<file path="src/rtl/pc_sequencer.sv">
// Program counter and instruction-fetch sequencer for the pipelined core.
// Issues req/ack fetches, presents fetched words to decode, applies taken
// branch redirects (flushing IF/ID and ID/EX) and counts taken redirects.
module pc_sequencer #(
    parameter int unsigned         XLEN     = 32,
    parameter logic [XLEN-1:0]     RESET_PC = 32'h0000_0000,
    parameter int unsigned         CNT_W    = 16
) (
    input  logic             clk,
    input  logic             rst_n,
    input  logic             br_valid_i,
    input  logic             next_pc_src_i,
    input  logic [XLEN-1:0]  br_target_i,
    input  logic             stall_i,
    output logic             imem_req_o,
    output logic [XLEN-1:0]  imem_addr_o,
    input  logic             imem_ack_i,
    input  logic [31:0]      imem_data_i,
    output logic             if_valid_o,
    output logic [XLEN-1:0]  if_pc_o,
    output logic [31:0]      if_instr_o,
    output logic             if_id_flush_o,
    output logic             id_ex_flush_o,
    output logic             misalign_err_o,
    output logic [CNT_W-1:0] taken_cnt_o
);

    typedef enum logic [1:0] {
        ST_BOOT  = 2'd0,
        ST_FETCH = 2'd1,
        ST_HOLD  = 2'd2,
        ST_DRAIN = 2'd3
    } state_t;

    state_t            state_q, state_d;
    logic [XLEN-1:0]   pc_q, pc_d;
    logic [XLEN-1:0]   addr_q, addr_d;
    logic              req_q, req_d;
    logic              if_valid_q, if_valid_d;
    logic [XLEN-1:0]   if_pc_q, if_pc_d;
    logic [31:0]       if_instr_q, if_instr_d;
    logic [XLEN-1:0]   buf_pc_q, buf_pc_d;
    logic [31:0]       buf_instr_q, buf_instr_d;
    logic              if_id_flush_q, if_id_flush_d;
    logic              id_ex_flush_q, id_ex_flush_d;
    logic              misalign_q, misalign_d;
    logic [CNT_W-1:0]  taken_q, taken_d;

    logic              redirect_s;
    logic              ack_s;
    logic [XLEN-1:0]   target_s;
    logic [XLEN-1:0]   pc_inc_s;

    assign redirect_s = br_valid_i & next_pc_src_i;
    assign ack_s      = imem_ack_i & req_q;
    assign target_s   = br_target_i & ~XLEN'(3);
    assign pc_inc_s   = pc_q + XLEN'(4);

    // Next-state logic: a taken redirect overrides stall and every state action.
    always_comb begin
        state_d       = state_q;
        pc_d          = pc_q;
        addr_d        = addr_q;
        req_d         = req_q;
        if_valid_d    = if_valid_q;
        if_pc_d       = if_pc_q;
        if_instr_d    = if_instr_q;
        buf_pc_d      = buf_pc_q;
        buf_instr_d   = buf_instr_q;
        if_id_flush_d = 1'b0;
        id_ex_flush_d = 1'b0;
        misalign_d    = 1'b0;
        taken_d       = taken_q;
        if (redirect_s) begin
            pc_d          = target_s;
            if_valid_d    = 1'b0;
            if_id_flush_d = 1'b1;
            id_ex_flush_d = 1'b1;
            misalign_d    = |br_target_i[1:0];
            taken_d       = (taken_q == {CNT_W{1'b1}}) ? taken_q : taken_q + CNT_W'(1);
            case (state_q)
                ST_FETCH: begin
                    if (ack_s) begin
                        state_d = ST_FETCH;
                        addr_d  = target_s;
                        req_d   = 1'b1;
                    end else begin
                        // Outstanding request must complete on its old address.
                        state_d = ST_DRAIN;
                        req_d   = 1'b1;
                    end
                end
                ST_DRAIN: begin
                    state_d = ST_DRAIN;
                    req_d   = 1'b1;
                end
                default: begin
                    state_d = ST_FETCH;
                    addr_d  = target_s;
                    req_d   = 1'b1;
                end
            endcase
        end else begin
            case (state_q)
                ST_BOOT: begin
                    state_d = ST_FETCH;
                    addr_d  = pc_q;
                    req_d   = 1'b1;
                end
                ST_FETCH: begin
                    if (ack_s && !stall_i) begin
                        if_instr_d = imem_data_i;
                        if_pc_d    = pc_q;
                        if_valid_d = 1'b1;
                        pc_d       = pc_inc_s;
                        addr_d     = pc_inc_s;
                    end else if (ack_s) begin
                        // Decode is frozen: park the word until stall clears.
                        buf_instr_d = imem_data_i;
                        buf_pc_d    = pc_q;
                        pc_d        = pc_inc_s;
                        req_d       = 1'b0;
                        state_d     = ST_HOLD;
                    end else if (!stall_i) begin
                        if_valid_d = 1'b0;
                    end else begin
                        if_valid_d = if_valid_q;
                    end
                end
                ST_HOLD: begin
                    if (!stall_i) begin
                        if_instr_d = buf_instr_q;
                        if_pc_d    = buf_pc_q;
                        if_valid_d = 1'b1;
                        addr_d     = pc_q;
                        req_d      = 1'b1;
                        state_d    = ST_FETCH;
                    end else begin
                        state_d = ST_HOLD;
                    end
                end
                ST_DRAIN: begin
                    if (ack_s) begin
                        // Stale word discarded; pc already holds the target.
                        addr_d  = pc_q;
                        state_d = ST_FETCH;
                    end else begin
                        state_d = ST_DRAIN;
                    end
                end
                default: begin
                    state_d = ST_BOOT;
                    req_d   = 1'b0;
                end
            endcase
        end
    end

    // State and output registers; async reset drops the request immediately.
    always_ff @(posedge clk or negedge rst_n) begin
        if (!rst_n) begin
            state_q       <= ST_BOOT;
            pc_q          <= RESET_PC;
            addr_q        <= RESET_PC;
            req_q         <= 1'b0;
            if_valid_q    <= 1'b0;
            if_pc_q       <= '0;
            if_instr_q    <= 32'h0000_0000;
            buf_pc_q      <= '0;
            buf_instr_q   <= 32'h0000_0000;
            if_id_flush_q <= 1'b0;
            id_ex_flush_q <= 1'b0;
            misalign_q    <= 1'b0;
            taken_q       <= '0;
        end else begin
            state_q       <= state_d;
            pc_q          <= pc_d;
            addr_q        <= addr_d;
            req_q         <= req_d;
            if_valid_q    <= if_valid_d;
            if_pc_q       <= if_pc_d;
            if_instr_q    <= if_instr_d;
            buf_pc_q      <= buf_pc_d;
            buf_instr_q   <= buf_instr_d;
            if_id_flush_q <= if_id_flush_d;
            id_ex_flush_q <= id_ex_flush_d;
            misalign_q    <= misalign_d;
            taken_q       <= taken_d;
        end
    end

    assign imem_req_o     = req_q;
    assign imem_addr_o    = addr_q;
    assign if_valid_o     = if_valid_q;
    assign if_pc_o        = if_pc_q;
    assign if_instr_o     = if_instr_q;
    assign if_id_flush_o  = if_id_flush_q;
    assign id_ex_flush_o  = id_ex_flush_q;
    assign misalign_err_o = misalign_q;
    assign taken_cnt_o    = taken_q;

endmodule

</file>
<file path="config.mk">
export PLATFORM = sky130hd
export DESIGN_NAME = pc_sequencer
export DESIGN_NICKNAME = d
export VERILOG_FILES = /design/src/rtl/pc_sequencer.sv
export SDC_FILE = /design/constraint.sdc
export NUM_CORES = 1
export LEC_CHECK = 0
export CAP_MARGIN = 20
export CELL_PAD_IN_SITES_DETAIL_PLACEMENT = 1
export CELL_PAD_IN_SITES_GLOBAL_PLACEMENT = 2
export CORE_MARGIN = 8
export CORE_UTILIZATION = 35
export DETAILED_ROUTE_END_ITERATION = 10
export GPL_TIMING_DRIVEN = 0
export PLACE_DENSITY = 0.85
export REMOVE_ABC_BUFFERS = 1
export SLEW_MARGIN = 10
export SYNTH_ARGS = -nofsm -noshare
export SYNTH_HDL_FRONTEND = slang
export SYNTH_SLANG_ARGS = --single-unit
</file>
<file path="constraint.sdc">
create_clock -name clk -period 2.85 [get_ports clk]
set_clock_uncertainty 0.1 [all_clocks]
set_input_delay 0.4275 -clock clk [delete_from_list [all_inputs] [get_ports clk]]
set_output_delay 0.4275 -clock clk [all_outputs]
set_load 0.05 [all_outputs]
</file>
; Yosys cells after proc, flatten, opt, wreduce, memory -nomap -nowiden
; Index checks and enable logic that the tools add are counted.
[totals]
regBits = 214
output_inout_bits = 117
elab_cells = 87
[op_classes]
add_sub_neg = 2
n_eq_ne = 15
muxes = 36
bitwise_logic = 5
reduce_logical = 17
[ops]
columns = operator, count
row1 = 2-to-1 mux 32 bit, 13
row2 = one-hot mux 32 bit (2 select lines), 3
row3 = one-hot mux 32 bit (4 select lines), 1
row4 = adder 32 x 3 -> 32 bit (second input constant), 1
row5 = adder 16 x 1 -> 16 bit (second input constant), 1
row6 = equality test 16 bit (second input constant), 1
row7 = AND reduction 4 bit, 4
row8 = inequality test 3 bit (second input constant), 5
row9 = 2-to-1 mux 1 bit, 10
row10 = 2-to-1 mux 2 bit, 5
row11 = inequality test 2 bit (second input constant), 4
row12 = inequality test 4 bit (second input constant), 2
row13 = one-hot mux 2 bit (4 select lines), 1
row14 = AND reduction 2 bit, 3
row15 = nonzero test 3 bit, 2
row16 = AND reduction 5 bit, 1
row17 = equality test 2 bit (second input constant), 2
row18 = one-hot mux 2 bit (2 select lines), 1
row19 = nonzero test 2 bit, 2
row20 = nonzero test 4 bit, 1
row21 = inverter 1 bit, 3
row22 = one-hot mux 1 bit (3 select lines), 1
row23 = bitwise AND 1 bit, 2
row24 = equality test 2 x 1 -> 1 bit (second input constant), 1
row25 = 5 further kinds, 5

; Logic depth before layout (Yosys ltp)
; Gate-level depths: netlist (run 1).
[depth]
depth_word = 5
ltp_mapped = 10
mapped_depth_nobuf = 7

; Worst setup path after synthesis (run 1)
; OpenSTA, ideal clock, no wires.
[synth_timing]
kind = reg2reg
from = register state_q[0]
to = register if_instr_q[0] (netlist: if_instr_o[0])
setup_ns = 0.125
t_arrival_ns = 1.994
required_ns = 2.625
path_slack_ns = 0.632
path_stages_with_launch = 7
n_path_buf = 2
synth_period_minus_slack_ns = 2.218
cell_sequence = dfrtp_1 -> inv_1 -> ha_1 -> buf_1 -> clkbuf_1 -> mux2_2 -> mux2_2
[synth_between]
elab_chain_cells = 3
elab_cells_between_ends = 7
classes_between = eq/ne (4) / mux (1) / reduce/logical (2)
[synth_lines]
columns = item, line
row1 = "start, declared", 35  ; state_t state_q, state_d;
row2 = "start signal, assigned", 176  ; state_q <= state_d;
row3 = equality test 2 x 1 -> 1 bit or equality test 2 bit (tied branches), 104  ; case (state_q)
row4 = inequality test 2 bit (no source line) or nonzero test 2 bit (tied branches), n/a
row5 = AND reduction 4 bit (no source line), n/a
row6 = "end signal, assigned", 182  ; if_instr_q <= if_instr_d;
row7 = "end, declared", 41  ; logic [31:0] if_instr_q, if_instr_d;
; Several ways; a longest one is shown, not always the timed one.
; A chain may end at the register's enable or synchronous reset.

; Worst setup path in the final report (run 1)
[layout_timing]
from = register state_q[1]
to = register if_instr_q[8] (netlist: if_instr_o[8])
; Same word-level chain as after synthesis.

==> metrics, run 1 <==
run status finished clean; top_reg_cell synth dfrtp_1; fin. max-slew vios 0; max_slew headroom 48.8%; YS warnings 0; routed wire length 29,400 um; area delta synth->final 32.0%; post-synthesis async set-or-reset flop share 100%; CP top delay family compound AO/OA/AOI/OAI gates; Syn Inst Count 871; ant diodes 0; TritonRoute pass-1 iters 4; fmax 371 MHz; Die X 187 um; Period minus WS final 2.70 ns; clk root buf clkbuf_16; share of Yosys cell area claimed by the top area cell type 50.8%; area leader, netlist dfrtp_1; buffers added on ports 184; EDFF count, synth 0; routability congestion estimate from global placement 0.740; critical-path cell list inv_1 > ha_4 > inv_1 > a21oi_2 > o22ai_1 > nand3_4 > mux2_2; CP Launch Type flop; CTS H-tree lvls 1; synth top area cells dfrtp_1, mux2_2, xor2_1, nor2_1, xnor2_1; buffers and inverters on the worst path 2; list of most frequent post-synthesis cells dfrtp_1, mux2_2, nor2_1, nand2_1, xor2_1; routed vias 7,424; Mapped Area 0.0102 sq mm; Max Cap Violations 0; pin count of the biggest net entering global routing 105; clk buf depth 3; flops & latches, synth 207; kind of critical path flop to flop; vias in the first global route 8,151; WL/cell 20.5 um; CTS Buf Count 25; Tightest Pin Transition 0.762 ns; CTS tree built; Rows 62; HPWL Detailed 19,600 um; GRT Util Overall 16.6%; Post-layout nets 1,110; initial core utilization 35.5%; Worst VDD drop 0.622 mV; clk sinks 207; Die Footprint 0.0348 sq mm; CP most frequent cell inv_1; Vias/cell 5.18; HP Class input pin to async pin; antenna-violating nets left 0; crit-path max cell delay 0.49 ns; register area share after synthesis 50.8%; period utilization 94.7%; clk slew on worst S/H paths 0.06 ns; CORE AREA 0.0287 sq mm; grt ovf 0; Worst EP arrival 3.00 ns; Residual DRC 0; final hold vios 0; syn avg cell area 11.7 sq um; antenna violations before repair 0; Chip Height 187 um; worst skew pair latency 0.51 ns; crit-path max FO 15; RSZ-0062 raised after global routing no; IO Pins 187; placed inst area 0.0124 sq mm; PwrDens 1270 mW/mm^2; total negative slack 0 ns; final setup vio count 0; Req. time, crit path 3.15 ns; crit path capture type flop; LEAKAGE 5.28 nW; most frequent cell after synthesis dfrtp_1; layout cells sized above 1 25.9%; Slowest-stage cell, CP o22ai_1; fin area 0.0134 sq mm; first-pass GRT wire length 47,000 um; DR iter-0 viols 278; Synth cell types 56
## cell type report
cell class	count	area [sq um]
repair buffers	197	2090
inverters	9	36.3
multi-input cells	593	4780
well taps	384	480
clock buffers	36	737
fillers	3052	15300
clock inverters	8	140
flip-flops and latches	207	5180
## per-stage QoR
stage               worst slack [ns]  utilization (%)  instances  hold WS (ns)  power [W]
finish                         0.152             46.8       1434         0.328     0.0171
global route                  0.0114             46.8       1434         0.332     0.0180
CTS                           0.0296             46.7       1432         0.293     0.0173
detailed placement             -1.18             43.3       1384         0.258     0.0136
global placement               -8.08             42.5       1376         0.364     0.0132
floorplan                      -2.27                -        808        0.0319     0.0108
## flip-flops by register name, indices dropped and copies added, names as in the netlist
name and cells:
buf_instr_q 32, if_instr_o 32, imem_addr_o 31, buf_pc_q 30, if_pc_o 30, pc_q 30
taken_cnt_o 16, state_q 2, id_ex_flush_o 1, if_valid_o 1, imem_req_o 1, misalign_err_o 1
## path summary, 6_finish.rpt
kind	start	to	slack (ns)	depth (start not counted)
worst min register to register	imem_addr_o[3]	imem_addr_o[3]	0.38	1
worst max register to register	state_q[1]	if_instr_o[8]	0.15	7
worst min-delay path	rst_n	if_instr_o[14]	0.33	2
min in group clk	imem_addr_o[3]	imem_addr_o[3]	0.38	1
worst max-delay path	state_q[1]	if_instr_o[8]	0.15	7
max in group asynchronous	rst_n	if_pc_o[14]	1.47	3
## timing repair
item                                    CTS  global route
endpoints found under the setup margin  182            80
gates resized for setup                  11             3
setup buffers                             2             2
hold buffers                              1             0
cloned                                    1             0
pin swaps                                 1             1
hold endpoints to repair                 41             0
## layout by cell type, fill, tap and decap left out, drive strengths merged, types with 18 or more instances in the layout
master           n
dfrtp          207
mux2           186
nand2           51
nand3           41
o21ai           18
clkbuf          36
nand4           27
clkdlybuf4s50  183
nor2            70
a21oi           30
xnor2           26
xor2            38
## kinds of logic (layout without fill, tap and decap cells)
group	after synthesis	in the layout	synth area share, %
and+or+nand+nor	237	238	12.7
DFF	207	207	50.8
muxes	187	187	20.7
AOI/OAI and AO/OA	95	95	6.08
buffers and inverters	73	250	3.37
xor gates and xnor gates	64	64	5.50
adders and majority gates	7	7	0.860
other	1	2	0.0368
## report_power, final
| group | switching [W] | internal (W) |
|---|---|---|
| clock | 0.00124 | 0.00214 |
| sequential | 0.000873 | 0.00423 |
| combinational | 0.00511 | 0.00349 |
## metal layers
metal | track usage (%) | part of all wire, % | up-vias | wire length, um
li1 | - | - | 3421 | -
met1 | 21.0 | 44 | 3808 | 13000
met2 | 27.8 | 48 | 159 | 14100
met3 | 4.19 | 5.9 | 36 | 1730
met4 | 4.28 | 2.1 | 0 | 613
met5 | 0 | 0 | - | 0
## worst register-to-register path: cells and delay by family, from the launching register on
family	cells	cell delay, ns
multiplexers	1	0.38
AND/OR/NAND/NOR	1	0.38
adder cells (fa/ha/maj)	1	0.26
AO/OA/AOI/OAI	2	0.60
buffers and inverters	2	0.46
flip-flops	1	0.42
Note: power is estimated with default switching activity, not from simulation.
==> inputs of run 2 (changes only) <==
--- a/config.mk
+++ b/config.mk
@@ -11,6 +11,7 @@
 export CORE_MARGIN = 8
 export CORE_UTILIZATION = 35
 export DETAILED_ROUTE_END_ITERATION = 10
+export GPL_ROUTABILITY_DRIVEN = 0
 export GPL_TIMING_DRIVEN = 0
 export PLACE_DENSITY = 0.85
 export REMOVE_ABC_BUFFERS = 1
==> results of run 2 <==
The final DEF is identical to that of run 1; final timing and power are the same.
==> inputs of run 3 (changes only) <==
--- a/config.mk
+++ b/config.mk
@@ -13,7 +13,7 @@
 export DETAILED_ROUTE_END_ITERATION = 10
 export GPL_ROUTABILITY_DRIVEN = 0
 export GPL_TIMING_DRIVEN = 0
-export PLACE_DENSITY = 0.85
+export PLACE_DENSITY_LB_ADDON = 0.1
 export REMOVE_ABC_BUFFERS = 1
 export SLEW_MARGIN = 10
 export SYNTH_ARGS = -nofsm -noshare
==> metrics, run 3 (synthesized netlist as in run 1, its figures left out) <==
ant diodes 0 (unchanged); HP Class input pin to async pin; final setup vio count 0 (unchanged); Rows 62 (unchanged); RSZ-0062 raised after global routing no; Top Metal Used met5; FF-to-FF Start state_q[1]; max_slew headroom 47.9% (-0.87 points); CP Launch Type flop; clk buf depth 3 (unchanged); TritonRoute pass-1 iters 4 (unchanged); routed vias 7,462 (+0.51%); Slowest-stage cell, CP o22ai_1; critical-path cell list inv_1 > ha_4 > inv_1 > a21oi_2 > o22ai_1 > nand3_4 > buf_16 > mux2_2; crit-path max cell delay 0.51 ns (+0.02 ns); crit path capture type flop; switching part of the total power 42.2% (about the same); first-pass GRT wire length 47,500 um (+1.1%); buffers added on ports 184 (unchanged); commonest cells after routing, fill and taps aside dfrtp_1, mux2_2, clkdlybuf4s50_1; Post-layout nets 1,116 (+0.54%); worst skew pair latency 0.53 ns (+0.02 ns); grt ovf 0 (unchanged); Die X 187 um (unchanged); Vias/cell 5.17 (-0.12%); most common cell after layout, fill and taps aside dfrtp_1; final hold vios 0 (unchanged); DR iter-0 viols 305 (+9.7%); met2 wire length 14,000 um (-0.19%); R2R Setup Slk 0.11 ns (-0.04 ns); area delta synth->final 33.3%; WL/cell 20.6 um (+0.70%); LEAKAGE 5.36 nW (+1.4%); layout cells sized above 1 26.8% (+0.91 points); register share of total power 29.4% (-0.5 points); buffers and inverters on the worst path 3 (+1); crit-path max FO 39 (+24); antenna-violating nets left 0 (unchanged); PwrDens 1280 mW/mm^2 (+0.84%); initial core utilization 35.5% (unchanged); CP top delay family buffers and inverters; Tightest Pin Transition 0.775 ns (+0.0129 ns); run status finished clean; CTS tree built; CTS H-tree lvls 1 (unchanged); antenna violations before repair 4 (+4); Switching Power 0.00735 W (+1.8%); HPWL Detailed 19,500 um (-0.56%); period utilization 96.2% (+1.6 points); pin count of the biggest net entering global routing 88 (-16%); Worst Reg-to-Reg Cells 8 (+1); Residual DRC 0 (unchanged); Max Cap Violations 0 (unchanged); Min Hold Slack 0.297 ns (-0.0311 ns); fin cells 1,443 (+0.63%); reg-to-reg endpoint if_instr_o[12]; fillers 2,996 (-1.8%); combinational power share 49.8% (-0.5 points); clk slew on worst S/H paths 0.06 ns (about the same); CORE AREA 0.0287 sq mm (unchanged); clk sinks 207 (unchanged); Worst VDD drop 0.696 mV (+12%); CP most frequent cell inv_1; CTS Buf Count 26 (+4.0%); routed wire length 29,700 um (+1.3%); Chip Height 187 um (unchanged); kind of critical path flop to flop; M1 WL 13,100 um (+0.83%); vias in the first global route 8,152 (+0.012%); fin. max-slew vios 0 (unchanged); Req. time, crit path 3.15 ns (about the same); fmax 365 MHz (-1.6%); clock share of power 20.8% (+1.0 points); routed wl met3 2060 um (+19%); Inst Count DP 1,384 (unchanged); Period minus WS final 2.74 ns (+0.0446 ns); Die Footprint 0.0348 sq mm (unchanged); clk root buf clkbuf_16; Power Internal 0.0101 W (+1.9%); Worst EP arrival 3.04 ns (+0.04 ns); GRT Util Overall 16.7% (+0.15 points); IO Pins 187 (unchanged)
==> run 3: worst max path at each step <==
stage | startpoint | endpoint | depth (start not counted)
after floorplan | br_valid_i | buf_instr_q[0] | 4
after global placement | rst_n | if_pc_o[26] | 1
after detailed placement | br_valid_i | imem_addr_o[24] | 7
after CTS | br_valid_i | buf_instr_q[28] | 7
after global routing | state_q[0] | imem_addr_o[19] | 9
final | state_q[1] | if_instr_o[12] | 8
==> run 3: metal layers <==
metal  global-route usage (%)  vias up
met3                     5.46       41
li1                         -     3441
met5                        0        -
met1                     21.3     3808
met4                     3.48        8
met2                     27.3      164
==> run 3: what timing repair did <==
item | CTS | global route
hold endpoints to repair | 48 | 0
resized for setup | 9 | 3
setup buffers | 2 | 7
hold buffers | 1 | 0
pin swaps | 2 | 1
gates cloned | 1 | 0
endpoints found under the setup margin | 172 | 116
==> run 3: layout make-up <==
cell class	count	area, sq um	area share (%)
Inverter	9	38.8	0.286
Tap cell	384	480	3.54
Clock inverter	16	214	1.58
Timing Repair Buffer	202	2160	15.9
Clock buffer	32	734	5.41
Multi-Input combinational cell	593	4770	35.1
Sequential cell	207	5180	38.1
==> run 3: through the flow <==
step	setup TNS (ns)	setup WS, ns	total power, W	cell area, sq um	utilization, %
floorplan	-275.01	-2.27	0.0108	9880	-
global placement	-2656.89	-8.39	0.0132	12200	42.5
detailed placement	-118.65	-1.03	0.0137	12500	43.4
CTS	0	0.0135	0.0176	13500	47.0
global route	0	0.0115	0.0184	13600	47.3
finish	0	0.108	0.0174	13600	47.3
==> run 3: power groups by stage <==
stage	clock [W]	combinational (W)	sequential, W
2_1_floorplan	0	0.00331	0.00746
3_3_place_gp	0	0.00809	0.00510
3_5_place_dp	0	0.00854	0.00516
4_1_cts	0.00373	0.00874	0.00513
5_1_grt	0.00384	0.00922	0.00533
6_report	0.00362	0.00866	0.00512
